<file path="config.mk">
export PLATFORM = sky130hd
export DESIGN_NAME = aes_key_schedule
export DESIGN_NICKNAME = d
export VERILOG_FILES = /design/src/rtl/aes_key_schedule.sv
export SDC_FILE = /design/constraint.sdc
export NUM_CORES = 2
export LEC_CHECK = 0
export ABC_AREA = 1
export BUFFER_PORTS_ARGS = -buffer_cell sky130_fd_sc_hd__buf_2
export CAP_MARGIN = 20
export CELL_PAD_IN_SITES_DETAIL_PLACEMENT = 0
export CELL_PAD_IN_SITES_GLOBAL_PLACEMENT = 1
export CORE_MARGIN = 1.5
export CORE_UTILIZATION = 51
export DETAILED_ROUTE_END_ITERATION = 12
export PLACE_DENSITY_LB_ADDON = 0.1
export SLEW_MARGIN = 10
export SYNTH_ARGS = -nofsm -noshare
export SYNTH_HDL_FRONTEND = slang
export SYNTH_SLANG_ARGS = --single-unit
</file>
<file path="constraint.sdc">
create_clock -name clk -period 4.7 [get_ports clk]
set_clock_uncertainty 0.2 [all_clocks]
set_input_delay 0.94 -clock clk [delete_from_list [all_inputs] [get_ports clk]]
set_output_delay 0.94 -clock clk [all_outputs]
set_load 0.05 [all_outputs]
</file>
<file path="src/rtl/aes_key_schedule.sv">
// AES-128 key schedule controller: expands one round key per accepted transfer,
// streams each key over valid/ready and keeps all eleven in a registered-read bank.
module aes_key_schedule #(
  parameter int NR = 10
) (
  input  logic         clk,
  input  logic         rst_n,
  input  logic         start,
  input  logic [127:0] key_in,
  output logic [127:0] key_out,
  output logic [3:0]   key_idx,
  output logic         key_valid,
  input  logic         key_ready,
  output logic         busy,
  output logic         done,
  output logic         keys_ready,
  input  logic [3:0]   rd_idx,
  output logic [127:0] rd_key
);

  typedef enum logic {IDLE, RUN} state_t;

  localparam logic [3:0] LAST = 4'(NR);

  // Forward S-box, byte 0x00 in the most significant position.
  localparam logic [2047:0] SBOX = {
    128'h637c777bf26b6fc53001672bfed7ab76, 128'hca82c97dfa5947f0add4a2af9ca472c0,
    128'hb7fd9326363ff7cc34a5e5f171d83115, 128'h04c723c31896059a071280e2eb27b275,
    128'h09832c1a1b6e5aa0523bd6b329e32f84, 128'h53d100ed20fcb15b6acbbe394a4c58cf,
    128'hd0efaafb434d338545f9027f503c9fa8, 128'h51a3408f929d38f5bcb6da2110fff3d2,
    128'hcd0c13ec5f974417c4a77e3d645d1973, 128'h60814fdc222a908846eeb814de5e0bdb,
    128'he0323a0a4906245cc2d3ac629195e479, 128'he7c8376d8dd54ea96c56f4ea657aae08,
    128'hba78252e1ca6b4c6e8dd741f4bbd8b8a, 128'h703eb5664803f60e613557b986c11d9e,
    128'he1f8981169d98e949b1e87e9ce5528df, 128'h8ca1890dbfe6426841992d0fb054bb16
  };

  function automatic logic [7:0] sub_byte(input logic [7:0] b);
    sub_byte = SBOX[{~b, 3'b000} +: 8];
  endfunction

  function automatic logic [7:0] xtime(input logic [7:0] r);
    xtime = {r[6:0], 1'b0} ^ (r[7] ? 8'h1b : 8'h00);
  endfunction

  // One KeyExpansion round: word 0 absorbs SubWord(RotWord(w3)) ^ Rcon, the rest chain.
  function automatic logic [127:0] expand_round(input logic [127:0] k, input logic [7:0] rc);
    logic [31:0] w0, w1, w2, w3, t, n0, n1, n2, n3;
    w0 = k[127:96];
    w1 = k[95:64];
    w2 = k[63:32];
    w3 = k[31:0];
    t  = {sub_byte(w3[23:16]), sub_byte(w3[15:8]), sub_byte(w3[7:0]), sub_byte(w3[31:24])}
         ^ {rc, 24'h0};
    n0 = w0 ^ t;
    n1 = w1 ^ n0;
    n2 = w2 ^ n1;
    n3 = w3 ^ n2;
    expand_round = {n0, n1, n2, n3};
  endfunction

  state_t         state, state_d;
  logic [7:0]     rcon;
  logic [127:0]   next_key;
  logic [127:0]   bank [0:NR];
  logic           load, advance, finish;

  assign next_key = expand_round(key_out, rcon);

  always_ff @(posedge clk or negedge rst_n) begin
    if (!rst_n) state <= IDLE;
    else        state <= state_d;
  end

  always_comb begin
    state_d = state;
    case (state)
      IDLE: if (start) state_d = RUN;
      RUN:  if (key_valid && key_ready && key_idx == LAST) state_d = IDLE;
      default: state_d = IDLE;
    endcase
  end

  always_comb begin
    load    = 1'b0;
    advance = 1'b0;
    finish  = 1'b0;
    busy    = 1'b0;
    case (state)
      IDLE: load = start;
      RUN: begin
        busy    = 1'b1;
        advance = key_valid && key_ready && (key_idx != LAST);
        finish  = key_valid && key_ready && (key_idx == LAST);
      end
      default: ;
    endcase
  end

  always_ff @(posedge clk or negedge rst_n) begin
    if (!rst_n) begin
      key_out    <= '0;
      key_idx    <= '0;
      key_valid  <= 1'b0;
      done       <= 1'b0;
      keys_ready <= 1'b0;
      rcon       <= 8'h01;
    end else begin
      done <= finish;
      if (load) begin
        key_out    <= key_in;
        key_idx    <= '0;
        key_valid  <= 1'b1;
        rcon       <= 8'h01;
        keys_ready <= 1'b0;
      end else if (advance) begin
        key_out <= next_key;
        key_idx <= key_idx + 4'd1;
        rcon    <= xtime(rcon);
      end else if (finish) begin
        key_valid  <= 1'b0;
        keys_ready <= 1'b1;
      end
    end
  end

  // Bank writes track the stream; reads see the pre-write contents of a slot.
  always_ff @(posedge clk or negedge rst_n) begin
    if (!rst_n) begin
      for (int i = 0; i <= NR; i++) bank[i] <= '0;
    end else if (load) begin
      bank[0] <= key_in;
    end else if (advance) begin
      bank[key_idx + 4'd1] <= next_key;
    end
  end

  always_ff @(posedge clk or negedge rst_n) begin
    if (!rst_n) rd_key <= '0;
    else        rd_key <= (rd_idx <= LAST) ? bank[rd_idx] : '0;
  end

endmodule
</file>
; After elaboration in Yosys (flattened, before gate mapping)
; Index checks and enable logic that the tools add are counted.
[word_totals]
regBits = 1680
out_inout_bits = 264
[classes]
addsub = 1
magnitude_cmp = 4
n_eq_ne = 3
n_shift = 4
mux = 29
bitwise = 14
n_reduce_logical = 8
[ops]
columns = operator, count
row1 = indexed part select 2048 x 12 -> 8 bit (first input constant), 4
row2 = bitwise mux 1408 bit, 1
row3 = two-way mux 1408 bit, 1
row4 = two-way mux 128 bit, 7
row5 = binary-select mux 128 bit (select 4 bit), 1
row6 = demux 128 bit (select 4 bit), 1
row7 = XOR 32 bit, 5
row8 = NOT 8 bit, 4
row9 = two-way mux 8 bit, 2
row10 = two-way mux 1 bit, 12
row11 = greater-or-equal comparator 5 bit (second input constant), 2
row12 = NOT 4 -> 5 bit, 2
row13 = two-way mux 4 bit, 2
row14 = XOR 8 x 5 -> 8 bit, 1
row15 = less-than comparator 5 x 1 -> 1 bit (second input constant), 1
row16 = two-way mux 5 bit, 1
row17 = adder 4 x 1 -> 4 bit (second input constant), 1
row18 = equality test 4 bit (second input constant), 1
row19 = <= comparator 4 bit (second input constant), 1
row20 = logical AND 1 bit, 4
row21 = != test 4 bit (second input constant), 1
row22 = AND reduction 2 bit, 2
row23 = nonzero test 2 bit, 2
row24 = != test 2 bit (second input constant), 1
row25 = 2 further kinds, 3

; Longest topological paths before layout
[depth]
ltp_word = 10
depth_mapped = 25

; Least setup slack after synthesis
; OpenSTA, ideal clock, no wires.
[synth_path]
path_type = flip-flop to flip-flop
from = reg key_out[1]
to = reg bank[264] (netlist bit)
setup_time_ns = 0.133
arrival_ns = 3.189
required_time_ns = 4.367
setup_slack_ns = 1.179
path_stages_with_launch = 22
path_buffers = 2
path_cell_list = dfrtp_1 -> buf_4 -> inv_2 -> ha_1 -> inv_2 -> nand2_1 -> buf_2 -> nand3_1 -> nand2_1 -> nand2_1 -> nand3_1 -> nand3_1 -> nand3_1 -> nand3_1 -> nand2_2 -> nand2_2 -> nand3_4 -> nand2_2 -> nand2_2 -> nand2_2 -> nand2_1 -> o21ai_0
[synth_between]
elab_chain_cells = 8
[synth_lines]
columns = element, line
row1 = "start, declared", 10  ; output logic [127:0] key_out,
row2 = "start signal, assigned", 110  ; key_out <= key_in;
row3 = "start signal, assigned", 116  ; key_out <= next_key;
row4 = NOT 8 bit, 38  ; sub_byte = SBOX[{~b, 3'b000} +: 8];
row5 = indexed part select 2048 x 12 -> 8 bit, 38
row6 = XOR 32 bit, 53  ; ^ {rc, 24'h0};
row7 = XOR 32 bit, 54  ; n0 = w0 ^ t;
row8 = XOR 32 bit, 55  ; n1 = w1 ^ n0;
row9 = XOR 32 bit, 56  ; n2 = w2 ^ n1;
row10 = XOR 32 bit, 57  ; n3 = w3 ^ n2;
row11 = bitwise mux 1408 bit, 133  ; bank[key_idx + 4'd1] <= next_key;
row12 = "end signal, assigned by index", 133
row13 = "end, declared", 64  ; logic [127:0] bank [0:NR];
; Every way passes these cells.
; A chain may end at the register's enable or synchronous reset.

; Worst setup path in the final report
[layout_path]
from = reg key_out[0]
to = reg bank[905] (netlist bit)
; Same word-level chain as after synthesis.

==> metrics.txt <==
run status complete, no violations; RSZ-0062 raised after global routing false; Buf+Inv Stages, Crit Path 3; Max Clock Freq 221.7 MHz; Initial Util 51.48%; violation count after the first detailed-routing iteration 12870; routed vias 86270; max-slew violations 0; top cell family by delay on the critical path simple AND/OR/NAND/NOR gates; crit end category flip-flop; fill count 15330; cell taking the most area after synthesis dfrtp_1; Final GP Congestion 1.058; DRC 0; number of global-route vias before repair 80310; layout cells sized above 1 12.61%; Post-synth top cells nand2_1, dfrtp_1, o21ai_0; nets 11030; CP cell instances inv_2, ha_1, inv_2, nand2_1, nand3_1, nand4_1, nand2_1, nand3_1, nand2_1, nand3_1, nand3_1, nand3_1, nand2_1, nand2_1, nand2_1, inv_2, o21ai_0; ys flop type dfrtp_1; pin count of the biggest net entering global routing 119; most used cell along the critical path nand2_1; Site Rows 150; wire length per cell 30.28 um; initial antenna violation count 19; total die area 171700 um2; number of synthesized flops with an enable pin 0; Die Span Y 414.3 um; Fin Hold WS 147.4 ps; TritonCTS clock tree built; Final Hold Viols 0; Detailed Place HPWL 265600 um; Worst Hold Class in2reg; first-pass GRT wire length 574700 um; setup violators final 0; TritonCTS Buffers 178; PD cells 921.0 nW/um2; Relative slew margins 17.03%; WS Path Type reg2reg; pin slew with the least headroom to its limit 1245 ps; Port Buffers 399; FF/Latch Area 42050 um2; mapped cell area 86280 um2; Critical Path AT 5060 ps; Clk pin slew, worst setup/hold paths 60 ps; Post-Route WL 399200 um; TritonRoute pass-1 iters 7; crit-path max cell delay 480 ps; M2 GR Usage 64.97%; Final Cycle Share 95.96%; number of nets with antenna violations after routing 0; Max clock buf depth 3; LEAKAGE 45.08 nW; # IOs 400; Yosys cell types 46; synthesized net count 10960; Seq/Total Area, Yosys 48.73%; Root Buffer clkbuf_16; Max IR drop VDD 0.5447 mV; Die W 414.3 um; slowest cell on the critical path dfrtp_1; GRT Resource Usage Total 45.57%; post-route worst setup slack 189.8 ps; Synthesis Warnings 0; clock sinks 1680; critical path startpoint category flip-flop; GR Util met3 13.20%; GR Overflow Total 0; asr flop ratio synth 100.0%; top-area cell type share of the netlist area 48.70%; number of vias per cell 6.543; Yosys reg bits 1680; DP Worst Slack 454.8 ps; min cycle time layout 4510 ps; area occupied by multi-input gates 38460 um2; synth top area cells dfrtp_1, nand2_1, o21ai_0; Post-Syn Area per Cell 8.014 um2; CTS H-tree lvls 4; grt met1 use 59.16%; core area 167600 um2; most used routing layer met2; max cap viols 0; Area Growth Syn to Fin 12.67%; clk_lat worst skew 860 ps; most frequent cell after synthesis nand2_1; CP required 5250 ps; Max Fanout on Critical Path 11; final setup TNS 0 ps; Syn Inst Count 10770; final core utilization 58.00%
## repair_timing
action,4_1_cts,5_1_grt
hold buffers,0,1
endpoints found under the setup margin,0,0
gates resized for setup,0,0
setup buffers,0,0
endpoints found under the hold margin,0,1
## worst min-delay path: cells and delay by family
kind                   cells  cell delay (ps)
and+or+nand+nor            2              150
buffers and inverters      1               80
## kinds of logic after synthesis
family                   synth area share [%]
adder cells (fa/ha/maj)                0.8991
AND/OR/NAND/NOR                         24.33
flip-flops                              48.73
AO/OA/AOI/OAI                           19.06
XOR/XNOR                               0.1320
buffers and inverters                   6.849
## metrics by stage
step	power [W]	cells	area [um2]
finish	0.08954	13180	97210
global route	0.09326	13180	97190
CTS	0.08741	13170	97170
detailed placement	0.07250	12850	91070
global placement	0.07200	12850	91070
floorplan	0.05286	10770	86280
## worst paths after layout
check / start / endpoint / slack [ps] / cells past startpoint
min in group asynchronous: rst_n / rd_key[121] / 590 / 2
setup / recovery: key_out[0] / bank[905] / 190 / 17
hold / removal: key_in[127] / key_out[127] / 150 / 3
hold reg to reg: bank[276] / bank[276] / 280 / 2
max in group asynchronous: rst_n / bank[1198] / 2330 / 3
setup reg to reg: key_out[0] / bank[905] / 190 / 17
## routing by layer
| metal | vias to the layer above | wire (um) |
|---|---|---|
| met5 | - | 90 |
| met4 | 14 | 36000 |
| met3 | 1311 | 49300 |
| met2 | 6080 | 165600 |
| met1 | 41850 | 148300 |
| li1 | 37020 | - |
## flip-flops by register name, indices dropped and copies added (netlist names)
name / flops
key_out: 128
key_idx: 4
rd_key: 128
bank: 1408
keys_ready: 1
done: 1
key_valid: 1
state: 1
rcon: 8
## final cells by class
class                           count  share of cell area, %
Multi-Input combinational cell   7660                  39.56
Tap cell                         2204                  2.837
Sequential cell                  1680                  43.26
Timing Repair Buffer              743                  5.762
Clock buffer                      266                  5.368
Inverter                          566                  2.288
Clock inverter                     55                 0.8997
Antenna cell                       10                0.02574
## power by group
part	internal (W)	leakage (nW)	switching (W)
Combinational	0.0126	21.4	0.0375
Sequential	0.0208	20.7	0.00385
Clock	0.00872	2.99	0.00615
## placed cells by master (no fill, tap or decap), types with 15 or more instances in the layout
cell	n
a21oi_1	245
a221oi_1	115
a22oi_1	59
a31oi_1	314
a32o_1	128
buf_12	79
buf_2	395
buf_4	264
bufinv_16	19
clkbuf_1	48
clkbuf_16	181
clkbuf_8	38
clkinv_2	24
dfrtp_1	1671
ha_1	62
inv_1	493
inv_2	37
nand2_1	2496
nand2_2	118
nand2_4	21
nand3_1	1366
nand3_2	80
nand3_4	15
nand4_1	30
nor2_1	629
o2111ai_1	76
o211ai_1	77
o21ai_0	1470
o21ai_1	210
o21ai_2	26
o221ai_1	36
o311ai_0	25
Note: power is estimated with default switching activity, not from simulation.
